File: src/rtl/cr_tlvp_tlv_axi_tx.sv
// cr_tlvp_tlv_axi_tx: TLV transmit framer, engine-written words -> AXI4-Stream master.
// Latency: usr_wr_i in cycle N -> axi4s_ob_tvalid_o in cycle N+2; sustains 1 word/clk.
// Backpressure: tready stalls the output register, then the FIFO; usr_full_o drops writes.
// Optional macro CR_TLVP_TX_BIP2_EN: per-TLV BIP2 in tuser[7:6] of the closing word.
// Ports: clk/rst_n; usr_* = write side (wr, sot, eot, tlast, typen, data, full, afull);
//        axi4s_ob_* = AXI4-S master; tx_frame_error_o = violation pulse; tx_tlv_cnt_o = TLVs closed.
module cr_tlvp_tlv_axi_tx #(
    parameter int N_ENTRIES   = 16,
    parameter int N_AFULL_VAL = 3,
    parameter int MAX_WORDS   = 1024
) (
    input  logic        clk,
    input  logic        rst_n,
    input  logic        usr_wr_i,
    input  logic        usr_sot_i,
    input  logic        usr_eot_i,
    input  logic        usr_tlast_i,
    input  logic [7:0]  usr_typen_i,
    input  logic [63:0] usr_data_i,
    output logic        usr_full_o,
    output logic        usr_afull_o,
    output logic        axi4s_ob_tvalid_o,
    input  logic        axi4s_ob_tready_i,
    output logic        axi4s_ob_tlast_o,
    output logic [7:0]  axi4s_ob_tuser_o,
    output logic [7:0]  axi4s_ob_tstrb_o,
    output logic [63:0] axi4s_ob_tdata_o,
    output logic        tx_frame_error_o,
    output logic [31:0] tx_tlv_cnt_o
);
    localparam int AW = $clog2(N_ENTRIES);
    localparam logic MAX_ONE = (MAX_WORDS == 1);

    typedef struct packed {
        logic        sot;
        logic        eot;
        logic        tlast;
        logic [7:0]  typen;
        logic [63:0] data;
    } word_t;

    typedef enum logic {IDLE = 1'b0, BODY = 1'b1} state_t;

    // ---------------- input FIFO ----------------
    word_t         mem_q [N_ENTRIES];
    logic [AW-1:0] wr_ptr_q, rd_ptr_q;
    logic [AW:0]   count_q;
    logic          wr_en, pop, fifo_vld;
    word_t         head;

    assign usr_full_o  = (int'(count_q) == N_ENTRIES);
    assign usr_afull_o = ((N_ENTRIES - int'(count_q)) <= N_AFULL_VAL);
    assign wr_en       = usr_wr_i && !usr_full_o;
    assign fifo_vld    = (count_q != '0);
    // Storage is a register array, so the head word is available straight from it.
    assign head        = mem_q[rd_ptr_q];

    always_ff @(posedge clk) begin
        if (wr_en) mem_q[wr_ptr_q] <= {usr_sot_i, usr_eot_i, usr_tlast_i, usr_typen_i, usr_data_i};
    end

    always_ff @(posedge clk or negedge rst_n) begin
        if (!rst_n) begin
            wr_ptr_q <= '0;
            rd_ptr_q <= '0;
            count_q  <= '0;
        end else begin
            if (wr_en) wr_ptr_q <= wr_ptr_q + 1'b1;
            if (pop)   rd_ptr_q <= rd_ptr_q + 1'b1;
            count_q <= count_q + (AW+1)'(wr_en) - (AW+1)'(pop);
        end
    end

    // ---------------- framing FSM ----------------
    state_t        state_q, state_d;
    logic [15:0]   word_cnt_q, word_cnt_d;
    logic [7:0]    typen_q, typen_d;
    logic          out_vld_q, out_last_q, err_q;
    logic [7:0]    out_user_q;
    logic [63:0]   out_dat_q;
    logic [31:0]   tlv_cnt_q;
    logic          out_free, idle_drop, idle_take, body_take, body_close, force_eot;
    logic          load, ld_sot, ld_eot, ld_last, err_d;
    logic [63:0]   ld_dat;
    logic [1:0]    ld_bip;

    assign out_free   = !out_vld_q || axi4s_ob_tready_i;
    assign idle_drop  = (state_q == IDLE) && fifo_vld && !head.sot;
    assign idle_take  = (state_q == IDLE) && fifo_vld &&  head.sot && out_free;
    assign body_take  = (state_q == BODY) && fifo_vld && !head.sot && out_free;
    // A sot arriving mid-TLV stays in the FIFO; a synthetic closing word goes out first.
    assign body_close = (state_q == BODY) && fifo_vld &&  head.sot && out_free;
    // Word about to be emitted is number MAX_WORDS and does not close the TLV itself.
    assign force_eot  = !head.eot && ((idle_take && MAX_ONE) ||
                        (body_take && (word_cnt_q == 16'(MAX_WORDS - 1))));

    always_ff @(posedge clk or negedge rst_n) begin
        if (!rst_n) state_q <= IDLE;
        else        state_q <= state_d;
    end

    always_comb begin
        state_d = state_q;
        case (state_q)
            IDLE: if (idle_take && !head.eot && !force_eot) state_d = BODY;
            BODY: if (body_close || (body_take && (head.eot || force_eot))) state_d = IDLE;
            default: state_d = IDLE;
        endcase
    end

    always_comb begin
        pop        = idle_drop | idle_take | body_take;
        load       = idle_take | body_take | body_close;
        ld_sot     = idle_take;
        ld_eot     = body_close | head.eot | force_eot;
        ld_last    = body_close ? 1'b0 : head.tlast;
        ld_dat     = body_close ? 64'd0 : head.data;
        err_d      = idle_drop | body_close | force_eot;
        word_cnt_d = word_cnt_q;
        typen_d    = typen_q;
        if (idle_take) begin
            word_cnt_d = 16'd1;
            typen_d    = head.typen;
        end else if (body_take) begin
            word_cnt_d = word_cnt_q + 16'd1;
        end
    end

`ifdef CR_TLVP_TX_BIP2_EN
    localparam logic [63:0] EVEN_M = {32{2'b01}};
    localparam logic [63:0] ODD_M  = {32{2'b10}};
    logic [1:0] bip_q, bip_acc, par;

    assign par     = {^(head.data & ODD_M), ^(head.data & EVEN_M)};
    // A sot word restarts the accumulation.
    assign bip_acc = (state_q == IDLE) ? par : (bip_q ^ par);
    // The synthetic closing word carries data 0, so it reports the words before it.
    assign ld_bip  = !ld_eot ? 2'b00 : (body_close ? bip_q : bip_acc);

    always_ff @(posedge clk or negedge rst_n) begin
        if (!rst_n)                     bip_q <= 2'b00;
        else if (idle_take | body_take) bip_q <= bip_acc;
    end
`else
    assign ld_bip = 2'b00;
`endif

    // The type has no field in this tuser mapping; it is held for the current TLV only.
    logic unused_typen;
    assign unused_typen = ^typen_q;

    always_ff @(posedge clk or negedge rst_n) begin
        if (!rst_n) begin
            word_cnt_q <= '0;
            typen_q    <= '0;
            out_vld_q  <= 1'b0;
            out_last_q <= 1'b0;
            out_user_q <= '0;
            out_dat_q  <= '0;
            err_q      <= 1'b0;
            tlv_cnt_q  <= '0;
        end else begin
            word_cnt_q <= word_cnt_d;
            typen_q    <= typen_d;
            err_q      <= err_d;
            if (load) begin
                out_vld_q  <= 1'b1;
                out_last_q <= ld_last;
                out_user_q <= {ld_bip, 4'b0000, ld_eot, ld_sot};
                out_dat_q  <= ld_dat;
            end else if (axi4s_ob_tready_i) begin
                out_vld_q  <= 1'b0;
            end
            // A TLV counts once its closing word is accepted downstream.
            if (out_vld_q && axi4s_ob_tready_i && out_user_q[1]) tlv_cnt_q <= tlv_cnt_q + 32'd1;
        end
    end

    assign axi4s_ob_tvalid_o = out_vld_q;
    assign axi4s_ob_tlast_o  = out_last_q;
    assign axi4s_ob_tuser_o  = out_user_q;
    assign axi4s_ob_tstrb_o  = 8'hff;
    assign axi4s_ob_tdata_o  = out_dat_q;
    assign tx_frame_error_o  = err_q;
    assign tx_tlv_cnt_o      = tlv_cnt_q;
endmodule
File: config.mk
export PLATFORM = sky130hd
export DESIGN_NAME = cr_tlvp_tlv_axi_tx
export DESIGN_NICKNAME = d
export VERILOG_FILES = /design/src/rtl/cr_tlvp_tlv_axi_tx.sv
export SDC_FILE = /design/constraint.sdc
export NUM_CORES = 1
export LEC_CHECK = 0
export CORE_MARGIN = 2
export CORE_UTILIZATION = 60
export CTS_BUF_LIST = sky130_fd_sc_hd__clkbuf_8
export DETAILED_ROUTE_END_ITERATION = 10
export GPL_TIMING_DRIVEN = 0
export PLACE_DENSITY = 0.79
export SYNTH_ARGS = -nofsm -noshare
export SYNTH_HDL_FRONTEND = slang
export SYNTH_SLANG_ARGS = --single-unit
File: constraint.sdc
create_clock -name clk -period 4.1 [get_ports clk]
set_input_delay 0.82 -clock clk [delete_from_list [all_inputs] [get_ports clk]]
set_output_delay 0.82 -clock clk [all_outputs]
set_load 0.03 [all_outputs]
==> results_dict.tcl <==
set metrics [dict create \
    cts_tree "done" \
    cp_data_arrival_time_ns 3.08 \
    ys_ff_latch 1203 \
    synth_top_area_frac 0.695 \
    drive_gt1_frac 0.247 \
    critPathLaunchType "flop" \
    drt-initial-drc-count 2574 \
    firstDrtPassIters 5 \
    top_layer "met5" \
    p_per_area_nw_per_um2 691 \
    grt_first_pass_wirelength_um 154000 \
    maxSlewViolCount 0 \
    syn-cell-area_um2 46300 \
    die-width_um 282 \
    rr_startpoint "rd_ptr_q[2]" \
    finish.instance_area_um2 53400 \
    worstMarginPinSlew_ns 1.18 \
    drc 0 \
    grt_max_degree 92 \
    fin_skew_ns 0.0308 \
    r2r_end "count_q[4]" \
    place.gp.congestion 0.811 \
    synth-main-ff-cell "edfxtp_1" \
    clock_latency_ns 0.82 \
    grt_overflow 0 \
    syn_inst 2154 \
    avgSynthCellArea_um2 21.5 \
    cts_made_buffers 182 \
    fin_ws_ns 0.200 \
    min_path_type "flop to flop" \
    portBuffers 173 \
    worst_ep_required_time_ns 3.28 \
    worstRegToRegCells 16 \
    start_util 0.608 \
    async_flop_share 0.109 \
    drv_cap 0 \
    root_buffer "clkbuf_8" \
    ys_seq_area_frac 0.765 \
    hpwl_um 60200 \
    dr_wl_met2_um 53500 \
    synth-warning-count 0 \
    path_class "flop to primary output" \
    hp-start "tx_tlv_cnt_o[31]" \
    yosysUniqueCellTypes 60 \
    vias_per_cell 6.20 \
    rsz0062_at_grt "false" \
    track_usage 0.274 \
    clk_path_buf_depth 3 \
    io_pins 196 \
    path_max_fanout 6 \
    stdcell_count 3737 \
    antenna_left 0 \
    hold_viol_final 0 \
    timing.setup.tns_ns 0 \
    synth-adder-area-share 0.00502 \
    grt_pass1_vias 24100 \
    synth_edf_count 1072 \
    area_growth_pct 15.2 \
    path_clk_slew_ns 0.06 \
    wl_met3_um 10100 \
    fp.dieH_um 282 \
    dieArea_um2 79500 \
    p_leak_uw 0.0181 \
    ir_worst_vdd_mv 0.415 \
    end_kind "primary output" \
    vias 23200 \
    synthXorXnorAreaFrac 0.00869 \
    min_period_ns 3.90 \
    synth_mux_area_frac 0.164 \
    hold_end "tx_tlv_cnt_o[31]" \
    synth.area.top_cells "edfxtp_1 (69%), mux4_2 (16%), dfrtp_1 (7.1%)" \
    startpoint "count_q[1]" \
    r2r_slack_ns 0.31 \
    post_cts_buffers 0 \
    place_inst 3386 \
    max_freq_mhz 256 \
    nNetsFinal 2638 \
    placed_cell_area_um2 49900 \
    coreArea_um2 76200 \
    synth_compound_area_frac 0.0146 \
    synth_top_area_cell "edfxtp_1" \
    status "complete, no violations" \
    htreeDepth 4 \
    finalSetupViolations 0 \
    synth_top_family_by_area "multiplexers" \
    met1_length_um 38400 \
    grt_antenna_before_repair 14 \
    min_delay_path_depth 1 \
    dpl_worst_slack_ns 0.333 \
    wire_per_inst_um 28.2 \
    period_share 0.951 \
    rows 101 \
    synthSimpleGateAreaFrac 0.0235 \
    max_slew_margin 0.211 \
    routed_wirelength_um 105000 \
    cts.sinks 1203 \
]
## layout by cell type (no fill, tap or decap), drive strengths merged, types with 16 or more instances in the layout
cell type,count
edfxtp,1072
o21ai,84
clkbuf,237
and2,19
nand2,100
xnor2,30
inv,153
ha,17
clkdlybuf4s50,172
dfrtp,131
clkinv,73
buf,83
nor2,36
xor2,16
mux4,330
## sequential cells by signal (all words and copies together) (netlist names), 2 cells and up
name / flops
axi4s_ob_tdata_o: 64
axi4s_ob_tuser_o: 2
count_q: 5
mem_q: 1072
rd_ptr_q: 4
tx_tlv_cnt_o: 32
word_cnt_q: 16
wr_ptr_q: 4
## worst max path at each step
stage,end,slack [ns],cells past startpoint
6_report,usr_afull_o,0.20,7
5_1_grt,usr_afull_o,0.008,7
4_1_cts,usr_afull_o,0.11,7
3_5_place_dp,count_q[4],0.33,16
3_3_place_gp,axi4s_ob_tdata_o[50],-3.67,1
2_1_floorplan,mem_q[10][0],0.22,9
## per-stage QoR
step                utilization  power [uW]  hold slack [ns]
floorplan                     -       23600            0.438
global placement          0.648       27500            0.459
detailed placement        0.655       27900            0.462
CTS                       0.700       37100            0.474
global route              0.700       38400            0.504
finish                    0.700       36900            0.468
## synthesized netlist by cell type, types with 10 or more instances
library cell,number
nand2_1,100
xnor2_1,30
nor2_1,36
nand4_1,13
mux4_2,330
and2_1,19
nand3_1,12
a21oi_1,11
clkbuf_1,47
buf_1,12
xor2_1,16
edfxtp_1,1072
mux2i_1,10
buf_4,16
ha_1,17
dfrtp_1,131
buf_2,36
inv_1,84
o21ai_0,77
## logic make-up after synthesis
| kind of cell | count (synthesis) |
|---|---|
| simple gates | 224 |
| compound gates | 119 |
| mux | 346 |
| flops | 1203 |
| fa+ha+maj | 18 |
| xor+xnor | 46 |
| other cells | 2 |
| buf+inv | 196 |
## area by class of cell
cell class | instances | area (um^2)
Sequential cell | 1203 | 35500
Fill cell | 4463 | 22800
Multi-Input combinational cell | 767 | 10100
Clock buffer | 190 | 2620
Timing Repair Buffer | 191 | 2200
Tap cell | 1030 | 1290
Clock inverter | 152 | 822
Buffer | 112 | 533
Inverter | 84 | 315
Antenna cell | 8 | 20.0
## where the power goes
part	switching (uW)	internal, uW	total [uW]
logic	6940	5230	12200
clock network	4580	4660	9230
registers	530	14900	15500
## critical path, cell delays in order (launching register included)
cell	delay, ns
dfrtp_1	0.46
inv_1	0.11
ha_1	0.26
xnor2_1	0.13
or4_1	0.38
o21ai_0	0.10
a22o_1	0.16
clkdlybuf4s50_1	0.67
## layer usage
metal  GRT usage  vias up
met3      0.0618      223
met1       0.362    12000
met4       0.103       16
met2       0.453     1344
li1            -     9578
met5           0        -
## repair_timing
action	4_1_cts	5_1_grt
resized for setup	0	0
endpoints found under the setup margin	0	0
hold endpoints to repair	40	0
hold buffers	1	0
No activity file was read; power rests on OpenSTA's default activity.
